===== src/rtl/frame_buf_pkg.sv =====
// Shared constants, FSM encoding and pixel expansion helper for the camera
// write-side frame-buffer packer.
package frame_buf_pkg;

  localparam logic ASSERT_L   = 1'b0;
  localparam logic DEASSERT_L = 1'b1;
  localparam logic ASSERT_H   = 1'b1;
  localparam logic DEASSERT_H = 1'b0;

  localparam int unsigned FRAME_PIX_DEF = 307200;

  typedef enum logic [1:0] {
    WAIT_SOF = 2'd0,
    CAPTURE  = 2'd1,
    DRAIN    = 2'd2
  } state_e;

  // RGB565 -> 0x00RRGGBB, replicating the top bits into the low bits.
  function automatic logic [31:0] rgb565_to_word(input logic [15:0] pix);
    logic [4:0] r;
    logic [5:0] g;
    logic [4:0] b;
    r = pix[15:11];
    g = pix[10:5];
    b = pix[4:0];
    return {8'h00, r, r[4:2], g, g[5:4], b, b[4:2]};
  endfunction

endpackage


===== src/rtl/cam_wr_pack_if.sv =====
// Frame-buffer write port: word/request towards the buffer, strobe/ready back.
interface cam_wr_pack_if #(
  parameter int unsigned DATA_WIDTH = 32
);
  logic                  fb_wr_en;
  logic                  mem_wr_rdy;
  logic                  wr_en_in;
  logic [DATA_WIDTH-1:0] wr_data;

  modport master (input fb_wr_en, input mem_wr_rdy, output wr_en_in, output wr_data);
  modport slave  (output fb_wr_en, output mem_wr_rdy, input wr_en_in, input wr_data);
endinterface


===== src/rtl/pix_fifo.sv =====
// Synchronous show-ahead word FIFO; head reads as zero while empty.
module pix_fifo #(
  parameter int unsigned DATA_WIDTH = 32,
  parameter int unsigned DEPTH      = 8
) (
  input  logic                   clk_i,
  input  logic                   rst_i,
  input  logic                   push_i,
  input  logic                   pop_i,
  input  logic [DATA_WIDTH-1:0]  data_i,
  output logic [DATA_WIDTH-1:0]  data_o,
  output logic                   full_o,
  output logic                   empty_o,
  output logic [$clog2(DEPTH):0] count_o
);
  localparam int unsigned AW = $clog2(DEPTH);

  logic [DATA_WIDTH-1:0] mem_q [DEPTH];
  logic [AW:0]           wr_ptr_q, wr_ptr_d;
  logic [AW:0]           rd_ptr_q, rd_ptr_d;
  logic                  do_push, do_pop;

  assign count_o = wr_ptr_q - rd_ptr_q;
  assign full_o  = (count_o == (AW+1)'(DEPTH));
  assign empty_o = (count_o == '0);
  assign do_pop  = pop_i & ~empty_o;
  // A simultaneous pop frees the slot, so a full FIFO still takes the push.
  assign do_push = push_i & (~full_o | do_pop);
  assign data_o  = empty_o ? '0 : mem_q[rd_ptr_q[AW-1:0]];

  always_comb begin
    wr_ptr_d = wr_ptr_q;
    rd_ptr_d = rd_ptr_q;
    if (do_push) wr_ptr_d = wr_ptr_q + 1'b1;
    if (do_pop)  rd_ptr_d = rd_ptr_q + 1'b1;
  end

  always_ff @(posedge clk_i) begin
    if (rst_i) begin
      wr_ptr_q <= '0;
      rd_ptr_q <= '0;
    end else begin
      wr_ptr_q <= wr_ptr_d;
      rd_ptr_q <= rd_ptr_d;
    end
  end

  always_ff @(posedge clk_i) begin
    if (do_push) mem_q[wr_ptr_q[AW-1:0]] <= data_i;
  end

endmodule


===== src/rtl/cam_wr_pack.sv =====
// Packs RGB565 camera bytes into 32-bit words and streams them to the frame
// buffer through a small FIFO, tracking frame boundaries and pixel drops.
module cam_wr_pack
  import frame_buf_pkg::*;
#(
  parameter int unsigned DATA_WIDTH = 32,
  parameter int unsigned FRAME_PIX  = FRAME_PIX_DEF,
  parameter int unsigned FIFO_DEPTH = 8
) (
  input  logic        wr_clk,
  input  logic        reset,
  input  logic        cam_pclk_en,
  input  logic        cam_vsync,
  input  logic        cam_href,
  input  logic [7:0]  cam_data,
  cam_wr_pack_if.master fb,
  output logic        frame_done,
  output logic        frame_err,
  output logic        overflow
);
  localparam int unsigned CNT_W = $clog2(FRAME_PIX + 1);
  localparam int unsigned FCW   = $clog2(FIFO_DEPTH) + 1;

  state_e                state_q;
  logic                  vs_q;
  logic                  phase_q;
  logic [7:0]            hi_q;
  logic [CNT_W-1:0]      pix_cnt_q;
  logic                  done_q, err_q, ovf_q, wr_en_q;

  logic                  sof, byte_vld, push, pop, drop;
  logic                  fifo_full, fifo_empty;
  logic [FCW-1:0]        fifo_cnt;
  logic [DATA_WIDTH-1:0] word;

  assign sof      = cam_pclk_en & vs_q & ~cam_vsync;
  assign byte_vld = cam_pclk_en & cam_href;
  assign push     = (state_q == CAPTURE) & byte_vld & phase_q & ~sof;
  assign pop      = (fb.fb_wr_en == ASSERT_L) & fb.mem_wr_rdy & ~fifo_empty;
  assign drop     = push & fifo_full & ~pop;
  assign word     = DATA_WIDTH'(rgb565_to_word({hi_q, cam_data}));

  pix_fifo #(
    .DATA_WIDTH (DATA_WIDTH),
    .DEPTH      (FIFO_DEPTH)
  ) u_fifo (
    .clk_i   (wr_clk),
    .rst_i   (reset),
    .push_i  (push),
    .pop_i   (pop),
    .data_i  (word),
    .data_o  (fb.wr_data),
    .full_o  (fifo_full),
    .empty_o (fifo_empty),
    .count_o (fifo_cnt)
  );

  assign fb.wr_en_in = wr_en_q;
  assign frame_done  = done_q;
  assign frame_err   = err_q;
  assign overflow    = ovf_q;

  always_ff @(posedge wr_clk) begin
    if (reset) begin
      state_q   <= WAIT_SOF;
      vs_q      <= 1'b0;
      phase_q   <= 1'b0;
      hi_q      <= '0;
      pix_cnt_q <= '0;
      done_q    <= DEASSERT_H;
      err_q     <= DEASSERT_H;
      ovf_q     <= DEASSERT_H;
      wr_en_q   <= DEASSERT_L;
    end else begin
      done_q  <= DEASSERT_H;
      err_q   <= DEASSERT_H;
      wr_en_q <= fifo_empty ? DEASSERT_L : ASSERT_L;
      if (cam_pclk_en) vs_q <= cam_vsync;
      if (drop)        ovf_q <= ASSERT_H;
      case (state_q)
        WAIT_SOF: begin
          if (sof) begin
            state_q   <= CAPTURE;
            phase_q   <= 1'b0;
            pix_cnt_q <= '0;
          end
        end
        CAPTURE: begin
          if (sof) begin
            // Short frame: restart counting but keep already-queued words.
            err_q     <= ASSERT_H;
            phase_q   <= 1'b0;
            pix_cnt_q <= '0;
          end else if (byte_vld) begin
            if (!phase_q) begin
              hi_q    <= cam_data;
              phase_q <= 1'b1;
            end else begin
              phase_q   <= 1'b0;
              pix_cnt_q <= pix_cnt_q + 1'b1;
              if (pix_cnt_q == CNT_W'(FRAME_PIX - 1)) state_q <= DRAIN;
            end
          end
        end
        DRAIN: begin
          if (fifo_cnt == '0) begin
            done_q  <= ASSERT_H;
            state_q <= WAIT_SOF;
          end
        end
        default: state_q <= WAIT_SOF;
      endcase
    end
  end

endmodule


===== src/flat_wrapper.sv =====
// flat-port wrapper written by rule: the top's interface ports become plain ports
module cam_wr_pack_flat import frame_buf_pkg::*;
#(
  parameter int unsigned DATA_WIDTH = 32,
  parameter int unsigned FRAME_PIX  = FRAME_PIX_DEF,
  parameter int unsigned FIFO_DEPTH = 8
)
  (wr_clk, reset, cam_pclk_en, cam_vsync, cam_href, cam_data, frame_done, frame_err, overflow, fb_fb_wr_en, fb_mem_wr_rdy, fb_wr_en_in, fb_wr_data);
  cam_wr_pack_if #(.DATA_WIDTH(DATA_WIDTH)) fb_i ();
  input  logic wr_clk;
  input  logic reset;
  input  logic cam_pclk_en;
  input  logic cam_vsync;
  input  logic cam_href;
  input  logic [7:0] cam_data;
  output logic frame_done;
  output logic frame_err;
  output logic overflow;
  input wire logic [$bits(fb_i.fb_wr_en)-1:0] fb_fb_wr_en;
  input wire logic [$bits(fb_i.mem_wr_rdy)-1:0] fb_mem_wr_rdy;
  output wire logic [$bits(fb_i.wr_en_in)-1:0] fb_wr_en_in;
  output wire logic [$bits(fb_i.wr_data)-1:0] fb_wr_data;
  assign fb_i.fb_wr_en = fb_fb_wr_en;
  assign fb_i.mem_wr_rdy = fb_mem_wr_rdy;
  assign fb_wr_en_in = fb_i.wr_en_in;
  assign fb_wr_data = fb_i.wr_data;
  cam_wr_pack #(.DATA_WIDTH(DATA_WIDTH), .FRAME_PIX(FRAME_PIX), .FIFO_DEPTH(FIFO_DEPTH)) u_core (.wr_clk(wr_clk), .reset(reset), .cam_pclk_en(cam_pclk_en), .cam_vsync(cam_vsync), .cam_href(cam_href), .cam_data(cam_data), .fb(fb_i), .frame_done(frame_done), .frame_err(frame_err), .overflow(overflow));
endmodule

===== config.mk =====
export PLATFORM = sky130hd
export DESIGN_NAME = cam_wr_pack_flat
export DESIGN_NICKNAME = d
export VERILOG_FILES = /design/src/rtl/frame_buf_pkg.sv /design/src/rtl/cam_wr_pack_if.sv /design/src/rtl/pix_fifo.sv /design/src/rtl/cam_wr_pack.sv /design/src/flat_wrapper.sv
export SDC_FILE = /design/constraint.sdc
export NUM_CORES = 1
export LEC_CHECK = 0
export ABC_AREA = 1
export CORE_MARGIN = 2
export CORE_UTILIZATION = 54
export CTS_CLUSTER_DIAMETER = 30
export DETAILED_ROUTE_END_ITERATION = 10
export GPL_ROUTABILITY_DRIVEN = 1
export GPL_TIMING_DRIVEN = 0
export PLACE_DENSITY = 0.72
export SYNTH_ARGS = -nofsm -noshare
export SYNTH_HDL_FRONTEND = slang
export SYNTH_SLANG_ARGS = --single-unit

===== constraint.sdc =====
create_clock -name wr_clk -period 4.1 [get_ports wr_clk]
set_input_delay 0.82 -clock wr_clk [delete_from_list [all_inputs] [get_ports wr_clk]]
set_output_delay 0.82 -clock wr_clk [all_outputs]
set_load 0.1 [all_outputs]

==> flow_metrics.env <==
export IMPL_critPathKind="flip-flop to output pin"
export IMPL_drt_first_pass_iters=5
export IMPL_yosys_register_bits=174
export IMPL_avgRoutedWirePerCell_um=18.2
export IMPL_io_pins=51
export IMPL_worst_path_largest_cell_delay_ps=840
export IMPL_power_mw=3.43
export IMPL_outcome="completed"
export IMPL_worst_pin_slew_ps=981
export IMPL_crit_path_start="u_core.u_fifo.rd_ptr_q[2]"
export IMPL_die_h_um=121
export IMPL_rsz0062_at_grt="no"
export IMPL_port_buffers=42
export IMPL_gp_congestion=0.901
export IMPL_worstPathArrival_ps=3100
export IMPL_slowest_stage="dlygate4sd2_1"
export IMPL_wl_met2_mm=8.78
export IMPL_ys_seq_area_share_pct=64.2
export IMPL_root_buffer="clkbuf_16"
export IMPL_min_period_ps=3920
export IMPL_antenna_found_initial=0
export IMPL_synth_top_cells_by_area="edfxtp_1 52%, dfxtp_1 12%, nand2_1 8.2%, nor2_1 3.6%, a32oi_1 3.5%"
export IMPL_die_x_um=121
export IMPL_grt_max_degree=17
export IMPL_drive_above_1_share_pct=13.8
export IMPL_yosysTopAreaCell="edfxtp_1"
export IMPL_tns_ps=0
export IMPL_max_freq_mhz=255
export IMPL_core_mm2=0.0133
export IMPL_clock_sinks=174
export IMPL_clock_skew_ps=7.42
export IMPL_power_per_cell_area_mw_per_mm2=393
export IMPL_vias=5367
export IMPL_instances_no_fill=961
export IMPL_cts_buffers=17
export IMPL_ys_types=34
export IMPL_grt_pass1_wl_mm=27.2
export IMPL_dp_cells=929
export IMPL_area_delta_synth_final_pct=17.6
export IMPL_clkLatencyLatePin_ps=430
export IMPL_r2r_start="u_core.u_fifo.rd_ptr_q[2]"
export IMPL_hp_class="flip-flop to flip-flop"
export IMPL_finalHoldViolations=0
export IMPL_rows=42
export IMPL_syn_mean_instance_area_um2=10.7
export IMPL_grt_usage_pct=25.1
export IMPL_dp_worst_setup_slack_ps=44.5
export IMPL_worst_path_max_fanout=6
export IMPL_ir_worst_vdd_mv=0.226
export IMPL_drv_slew=0
export IMPL_crit_path_end="fb_wr_data[7]"
export IMPL_nets=793
export IMPL_fillers=1035
export IMPL_cts_htree_levels=4
export IMPL_synthCells=696
export IMPL_overflow=0
export IMPL_cpMostUsedCell="nand2_1"
export IMPL_dp_hpwl_mm=11.8
export IMPL_antenna_left=0
export IMPL_wl_met3_mm=1.41
export IMPL_wl_met1_mm=6.89
export IMPL_cts_tree="done"
export IMPL_r2r_cells=9
export IMPL_synth_top_cell_area_share_pct=51.8
export IMPL_path_cells="inv_1 -> ha_1 -> or2_1 -> nand2_1 -> nand2_1 -> nand2_1 -> inv_1 -> nand2_1 -> inv_1 -> nor2_1 -> buf_4 -> dlygate4sd2_1"
export IMPL_leakage_nw=3.36
export IMPL_regToRegSetupSlack_ps=1320
export IMPL_final_cell_mix="163 x nand2_1, 128 x edfxtp_1, 65 x nor2_1"
export IMPL_clockBufferDepth=2
export IMPL_crit_required_ps=3280
export IMPL_mostFrequentLayoutCell="nand2_1"
export IMPL_vias_per_cell=5.58
export IMPL_min_period_over_period_pct=95.7
export IMPL_ys_warn_count=0
export IMPL_cp_start_kind="flip-flop"
export IMPL_drcViolationCount=0
export IMPL_r2r_end="u_core.u_fifo.mem_q[6][4]"
export IMPL_max_slew_margin_pct=34.4
export IMPL_grt_pass1_vias=5188
export IMPL_setup_violations_final=0
export IMPL_top_layer="met4"
export IMPL_endpoint_kind="output pin"
export IMPL_die_area_mm2=0.0147
export IMPL_start_util_pct=55.6
export IMPL_diodes=0
export IMPL_drt_wl_total_mm=17.5
export IMPL_cap_violations=0
export IMPL_path_clk_slew_ps=60
export IMPL_cts_setup_buffers=0
export IMPL_fin_ws_ps=176
export IMPL_mappedNetlistArea_mm2=0.00742
export IMPL_drt_iter0_drc=517
-- how the worst min path moves through the flow --
stage                      startpoint                 to  slack (ps)  cells after the start
floorplan           u_core.state_q[0]  u_core.frame_done         420                      1
global placement    u_core.state_q[0]  u_core.frame_done         450                      1
detailed placement  u_core.state_q[0]  u_core.frame_done         460                      1
CTS                 u_core.state_q[0]  u_core.frame_done         460                      1
global route        u_core.state_q[0]  u_core.frame_done         480                      1
finish              u_core.state_q[0]  u_core.frame_done         460                      1
-- cell type report --
class                           instances  area [µm²]  area share, %
Multi-Input combinational cell        436        2270           26.0
Clock buffer                           20         437           5.00
Inverter                               49         184           2.11
Sequential cell                       174        4760           54.6
Timing Repair Buffer                   50         500           5.74
Tap cell                              176         220           2.52
Buffer                                 44         255           2.93
Clock inverter                         12        97.6           1.12
-- through the flow --
step,utilization (%),instance area [µm²],hold WS [ps]
2_1_floorplan,-,7450,420
3_3_place_gp,60.6,8090,447
3_5_place_dp,61.6,8230,456
4_1_cts,65.5,8750,463
5_1_grt,65.4,8730,478
6_report,65.4,8730,460
-- routing by layer --
layer  global-route usage [%]  up-vias
met4                     10.5        0
met2                     42.5      246
met5                        0        -
li1                         -     2545
met3                     5.69       33
met1                     31.1     2543
-- synthesized netlist by cell type (all sizes together) --
cell type  number
mux2i          18
o22ai           2
conb            1
dfxtp          46
edfxtp        128
a32oi          30
buf            31
a22oi           1
clkbuf         13
nand3          27
o21ai          21
nor4            1
nor3            6
ha              6
o21a            1
a21oi          51
inv            49
or2             1
nand2         170
xor2            6
nand4           5
nor2           82
-- state kept, by name, indices dropped and copies added (netlist names), 2 cells and up, named ones only --
name,flops
u_core.hi_q,8
u_core.pix_cnt_q,19
u_core.state_q,2
u_core.u_fifo.mem_q,128
u_core.u_fifo.rd_ptr_q,4
u_core.u_fifo.wr_ptr_q,4
-- power by group --
| part | total, mW | switching [mW] | internal [mW] |
|---|---|---|---|
| Sequential | 1.88 | 0.00289 | 1.88 |
| Clock | 1.45 | 0.627 | 0.825 |
| Combinational | 0.0955 | 0.0699 | 0.0256 |
-- cells by family (layout without fill, tap and decap cells) --
group,Yosys count,in the layout,share of synthesized area (%)
buf+inv,93,175,5.92
simple gates,292,292,16.9
mux,18,18,2.43
flops,174,174,64.2
compound gates,106,106,8.77
fa+ha+maj,6,6,1.01
other cells,1,8,0.0505
xor+xnor,6,6,0.708
-- worst max-delay path, delay by kind of cell, from the launching register on --
family | cells | cell delay (ps)
adder cells (fa/ha/maj) | 1 | 300
buffers and inverters | 5 | 1270
flip-flops | 1 | 390
AND/OR/NAND/NOR | 6 | 710
-- timing repair --
action | 4_1_cts | 5_1_grt
setup endpoints to repair | 21 | 12
hold buffers | 0 | 0
gates resized for setup | 33 | 19
Power figures use the tool's default switching activity.
